$ cat src/rtl/adder_operand_sequencer_if.sv
// Stream and adder-side signals of the word-serial adder sequencer.
// master = the sequencer itself, slave = the surrounding environment.
interface adder_operand_sequencer_if #(
    parameter int WIDTH = 128,
    parameter int WORD  = 32
);
    // Both streams: a beat transfers on a rising edge where valid && ready;
    // valid never depends on ready, and a raised valid holds with stable payload until it transfers.
    logic             in_valid;
    logic             in_ready;
    logic [WORD-1:0]  in_data;
    logic             in_cin;
    logic [WIDTH-1:0] add_a;
    logic [WIDTH-1:0] add_b;
    logic             add_cin;
    logic [WIDTH-1:0] add_sum;
    logic             add_cout;
    logic             out_valid;
    logic             out_ready;
    logic [WORD-1:0]  out_data;
    logic             out_last;
    logic             out_cout;
    logic             busy;
    logic [1:0]       dbg_state;

    modport master (
        input  in_valid, in_data, in_cin, add_sum, add_cout, out_ready,
        output in_ready, add_a, add_b, add_cin, out_valid, out_data, out_last,
               out_cout, busy, dbg_state
    );

    modport slave (
        output in_valid, in_data, in_cin, add_sum, add_cout, out_ready,
        input  in_ready, add_a, add_b, add_cin, out_valid, out_data, out_last,
               out_cout, busy, dbg_state
    );
endinterface

$ cat src/rtl/adder_operand_sequencer.sv
// Word-serial operand loader and result streamer wrapped around an external
// combinational WIDTH-bit adder.
module adder_operand_sequencer #(
    parameter int WIDTH = 128,
    parameter int WORD  = 32
) (
    input logic                       clk,
    input logic                       reset,
    adder_operand_sequencer_if.master bus
);
    localparam int WORDS = WIDTH / WORD;
    localparam int IW    = (WORDS > 1) ? $clog2(WORDS) : 1;
    localparam logic [IW-1:0] LAST_IDX = IW'(WORDS - 1);

    typedef enum logic [1:0] {
        LOAD_A  = 2'd0,
        LOAD_B  = 2'd1,
        CAPTURE = 2'd2,
        SEND    = 2'd3
    } state_t;

    state_t           state;
    logic [IW-1:0]    idx;
    logic [WIDTH-1:0] a_q;
    logic [WIDTH-1:0] b_q;
    logic             cin_q;
    logic [WIDTH-1:0] res_q;
    logic             cout_q;
    logic             last_beat;

    assign last_beat = (idx == LAST_IDX);

    always_ff @(posedge clk or posedge reset) begin
        if (reset) begin
            state  <= LOAD_A;
            idx    <= '0;
            a_q    <= '0;
            b_q    <= '0;
            cin_q  <= 1'b0;
            res_q  <= '0;
            cout_q <= 1'b0;
        end else begin
            case (state)
                LOAD_A: if (bus.in_valid) begin
                    a_q[idx*WORD +: WORD] <= bus.in_data;
                    if (idx == '0) cin_q <= bus.in_cin;
                    if (last_beat) begin
                        idx   <= '0;
                        state <= LOAD_B;
                    end else begin
                        idx <= idx + 1'b1;
                    end
                end
                LOAD_B: if (bus.in_valid) begin
                    b_q[idx*WORD +: WORD] <= bus.in_data;
                    if (last_beat) begin
                        idx   <= '0;
                        state <= CAPTURE;
                    end else begin
                        idx <= idx + 1'b1;
                    end
                end
                // Adder inputs have been stable from registers for a full cycle here.
                CAPTURE: begin
                    res_q  <= bus.add_sum;
                    cout_q <= bus.add_cout;
                    state  <= SEND;
                end
                SEND: if (bus.out_ready) begin
                    if (last_beat) begin
                        idx   <= '0;
                        state <= LOAD_A;
                    end else begin
                        idx <= idx + 1'b1;
                    end
                end
                default: state <= LOAD_A;
            endcase
        end
    end

    assign bus.in_ready  = !reset && ((state == LOAD_A) || (state == LOAD_B));
    assign bus.add_a     = a_q;
    assign bus.add_b     = b_q;
    assign bus.add_cin   = cin_q;
    assign bus.out_valid = (state == SEND);
    assign bus.out_data  = res_q[idx*WORD +: WORD];
    assign bus.out_last  = (state == SEND) && last_beat;
    assign bus.out_cout  = cout_q;
    assign bus.busy      = !((state == LOAD_A) && (idx == '0));
    assign bus.dbg_state = state;
endmodule
$ cat src/flat_wrapper.sv
// flat-port wrapper written by rule: the top's interface ports become plain ports
module adder_operand_sequencer_flat 
#(
    parameter int WIDTH = 128,
    parameter int WORD  = 32
)
  (clk, reset, bus_in_valid, bus_in_data, bus_in_cin, bus_add_sum, bus_add_cout, bus_out_ready, bus_in_ready, bus_add_a, bus_add_b, bus_add_cin, bus_out_valid, bus_out_data, bus_out_last, bus_out_cout, bus_busy, bus_dbg_state);
  adder_operand_sequencer_if #(.WIDTH(WIDTH), .WORD(WORD)) bus_i ();
  input logic clk;
  input logic reset;
  input wire logic [$bits(bus_i.in_valid)-1:0] bus_in_valid;
  input wire logic [$bits(bus_i.in_data)-1:0] bus_in_data;
  input wire logic [$bits(bus_i.in_cin)-1:0] bus_in_cin;
  input wire logic [$bits(bus_i.add_sum)-1:0] bus_add_sum;
  input wire logic [$bits(bus_i.add_cout)-1:0] bus_add_cout;
  input wire logic [$bits(bus_i.out_ready)-1:0] bus_out_ready;
  output wire logic [$bits(bus_i.in_ready)-1:0] bus_in_ready;
  output wire logic [$bits(bus_i.add_a)-1:0] bus_add_a;
  output wire logic [$bits(bus_i.add_b)-1:0] bus_add_b;
  output wire logic [$bits(bus_i.add_cin)-1:0] bus_add_cin;
  output wire logic [$bits(bus_i.out_valid)-1:0] bus_out_valid;
  output wire logic [$bits(bus_i.out_data)-1:0] bus_out_data;
  output wire logic [$bits(bus_i.out_last)-1:0] bus_out_last;
  output wire logic [$bits(bus_i.out_cout)-1:0] bus_out_cout;
  output wire logic [$bits(bus_i.busy)-1:0] bus_busy;
  output wire logic [$bits(bus_i.dbg_state)-1:0] bus_dbg_state;
  assign bus_i.in_valid = bus_in_valid;
  assign bus_i.in_data = bus_in_data;
  assign bus_i.in_cin = bus_in_cin;
  assign bus_i.add_sum = bus_add_sum;
  assign bus_i.add_cout = bus_add_cout;
  assign bus_i.out_ready = bus_out_ready;
  assign bus_in_ready = bus_i.in_ready;
  assign bus_add_a = bus_i.add_a;
  assign bus_add_b = bus_i.add_b;
  assign bus_add_cin = bus_i.add_cin;
  assign bus_out_valid = bus_i.out_valid;
  assign bus_out_data = bus_i.out_data;
  assign bus_out_last = bus_i.out_last;
  assign bus_out_cout = bus_i.out_cout;
  assign bus_busy = bus_i.busy;
  assign bus_dbg_state = bus_i.dbg_state;
  adder_operand_sequencer #(.WIDTH(WIDTH), .WORD(WORD)) u_core (.clk(clk), .reset(reset), .bus(bus_i));
endmodule
$ cat config.mk
export PLATFORM = sky130hd
export DESIGN_NAME = adder_operand_sequencer_flat
export DESIGN_NICKNAME = d
export VERILOG_FILES = /design/src/rtl/adder_operand_sequencer_if.sv /design/src/rtl/adder_operand_sequencer.sv /design/src/flat_wrapper.sv
export SDC_FILE = /design/constraint.sdc
export NUM_CORES = 1
export LEC_CHECK = 0
export CAP_MARGIN = 20
export CORE_MARGIN = 2
export CORE_UTILIZATION = 44
export CTS_BUF_LIST = sky130_fd_sc_hd__clkbuf_8
export DETAILED_ROUTE_END_ITERATION = 12
export GPL_TIMING_DRIVEN = 0
export PLACE_DENSITY = 0.8
export SYNTH_ARGS = -nofsm -noshare
export SYNTH_HDL_FRONTEND = slang
export SYNTH_SLANG_ARGS = --single-unit
$ cat constraint.sdc
create_clock -name clk -period 12.55 [get_ports clk]
set_input_delay 1.8825 -clock clk [delete_from_list [all_inputs] [get_ports clk]]
set_output_delay 1.8825 -clock clk [all_outputs]
set_load 0.01 [all_outputs]
==> out/metrics.cfg <==
[synthesis]
synth_top_area_share_pct=63.6
yosysTopAreaCell=dfrtp_1
synth_common_cells=dfrtp_1 (390), nand2_1 (289), o21ai_0 (183), mux2_2 (133), a22o_1 (64)
synthSimpleGateAreaFrac_pct=8.27
synth_xor_area_share_pct=0
synth_seq_area_share_pct=63.6
synth_nets=1408
synth.avg_cell_area_um2=12.5
synth_most_common_cell=dfrtp_1
ys_top_cells_by_area=dfrtp_1 (64%), mux2_2 (9.8%), nand2_1 (7.1%)
synthMuxAreaShare_pct=14.5
synth_ff_type=dfrtp_1
synth_edf_count=0
yosys.area_share.adder_pct=0.979
synth_compound_area_share_pct=10.2
synth_top_family_by_area=multiplexers
syn_area_um2=15300
netlist_instances=1230
synth_cell_types=29
synth-seq-cells=390
synth-async-reset-ratio_pct=100
yosysWarningCount=0

[timing]
worstMarginPinSlew_ns=0.858
rsz0062_at_grt=false
finalHoldViolCount=0
layout_setup_ws_ns=6.74
slew_headroom_pct=42.7
worst_clock_skew_ns=0.0123
setup_viol=0
min_period_ns=5.81
holdWs_ns=0.481
final_max_slew_viol_count=0
fmax_mhz=172
fin_crit_sh_pct=46.3
tns_ns=0

[worst_setup_path]
cp.required_ns=10.67
critPathArrivalTime_ns=3.93
crit_buf_inv=4
cpMostUsedCell=clkdlybuf4s50_1
crit_path_cell_trace=clkdlybuf4s50_1 > clkinvlp_4 > buf_12 > and2_1 > clkdlybuf4s50_1
worstSetupPathType=primary input to output pin
end_kind=output pin
cp_top_family=buffers and inverters
slowest_stage=clkdlybuf4s50_1
path_max_fanout=37
max_stage_delay_ns=0.52
startpoint_type=primary input

[global_route]
grt.total_usage_pct=28.2
grt_antenna_before_repair=0
grt_max_degree=47
grt_pass1_vias=12800
overflow=0
grt_first_pass_wirelength_um=76800

[floorplan]
fp.coreArea_um2=34500
initial_core_util_pct=44.5
dieArea_um2=36400
die_y_um=191
num_rows=68
ioPinCount=462
die_w_um=191

[final_layout]
seq_area_um2=9760
final_nets=1941
area_growth_pct=43.0
nFillCells=2615
multi_input_area_um2=5200
insertedDiodeCount=0
final_util_pct=63.7
drive_gt1_share_pct=16.3

[route]
first_pass_iters=5
drc=0
wl_per_cell_um=22.5
vias=12400
via_per_inst=5.49
drtAntennaViolNets=0
drt_wl_total_um=51000
drt_iter0_drc=805

[power]
power.leakage_uw=0.00941
cellPowerDensity_nw_per_um2=261
irDropWorstVdd_mv=0.151

[placed_design]
hpwl_um=39200
place_ws_ns=6.69
place_congestion=0.886
io_buffers=461

[clocking]
cts_sinks=390
numCtsBuffers=60
cts_tree=built
clock_tree.root_cell=clkbuf_8
insertion_delay_ns=0.62
htree_levels=2
post_cts_buffers=0
clock_path_buffers=3
clkSlewWorstSetupHoldPaths_ns=0.06
cts_hold_buffers=0
cts_resized=0

[status]
status=complete, no violations

[job]
max-cap-violations=0

[worst_hold_path]
hp-class=flop to flop

-- report_power, final --
| group | internal [uW] | leakage [uW] | switching, uW |
|---|---|---|---|
| sequential | 1790 | 0.00510 | 335 |
| combinational | 1400 | 0.00359 | 1140 |
| clock | 573 | 0.000716 | 497 |
-- placed cells by master (no fill, tap or decap), drive strengths merged, types with 2 or more instances in the layout --
master         instances
nor3b                  3
a211oi                 2
dfrtp                390
buf                   41
mux4                  32
ha                    12
mux2                 133
o21ba                  2
o21ai                192
a22o                  64
clkdlybuf4s50        461
clkbuf               122
nor2b                  2
and2                   2
clkinv                 5
bufinv                 3
nand3                  9
nor4b                  2
nand2                289
inv                   32
clkinvlp               3
-- layer usage --
| metal | global-route usage, % | share of wire (%) |
|---|---|---|
| met4 | 13.2 | 4.7 |
| met3 | 8.15 | 10 |
| met5 | 0 | 0 |
| met1 | 33.2 | 36 |
| met2 | 47.6 | 49 |
-- registers in the layout, summed over array words and instances, names as in the netlist --
name and cells:
u_core.bus.add_a 128, u_core.bus.add_b 128, u_core.res_q 128, u_core.bus.dbg_state 2, u_core.idx 2, u_core.bus.add_cin 1
u_core.bus.out_cout 1
-- cell families after synthesis --
| logic type | count (synthesis) |
|---|---|
| AND/OR/NAND/NOR | 314 |
| buffers and inverters | 88 |
| AO/OA/AOI/OAI | 261 |
| adder cells (fa/ha/maj) | 12 |
| flip-flops | 390 |
| multiplexers | 165 |
-- layout make-up --
class,instances,area share (%)
plain buffers,82,1.60
multi-input cells,752,23.7
well taps,455,2.60
flip-flops and latches,390,44.5
repair buffers,471,21.9
clock inverters,37,1.08
inverters,6,0.120
clock buffers,71,4.45
-- worst min-delay path, cell delays in order, from the launching register on --
cell and delay (ns):
dfrtp_1 0.35, nand2_1 0.04, o21ai_0 0.06
-- metrics by stage --
step | cells | area, um2 | total power, uW
after floorplan | 1230 | 15300 | 3300
after global placement | 2146 | 20500 | 4600
after CTS | 2264 | 21900 | 5770
after detailed placement | 2156 | 20700 | 4680
final | 2264 | 21900 | 5730
after global routing | 2264 | 21900 | 6040
-- final timing paths --
check / endpoint / cells past startpoint / slack (ns) / from
worst max-delay path: bus_in_ready / 5 / 6.74 / reset
worst min-delay path: u_core.bus.add_a[39] / 2 / 0.48 / u_core.bus.add_a[39]
worst max register to register: u_core.bus.add_b[79] / 8 / 8.90 / u_core.idx[1]
worst min register to register: u_core.bus.add_a[39] / 2 / 0.48 / u_core.bus.add_a[39]
max in group asynchronous: u_core.bus.add_a[99] / 7 / 9.24 / reset
min in group asynchronous: u_core.bus.add_cin / 2 / 1.67 / reset
Power figures use the tool's default switching activity.
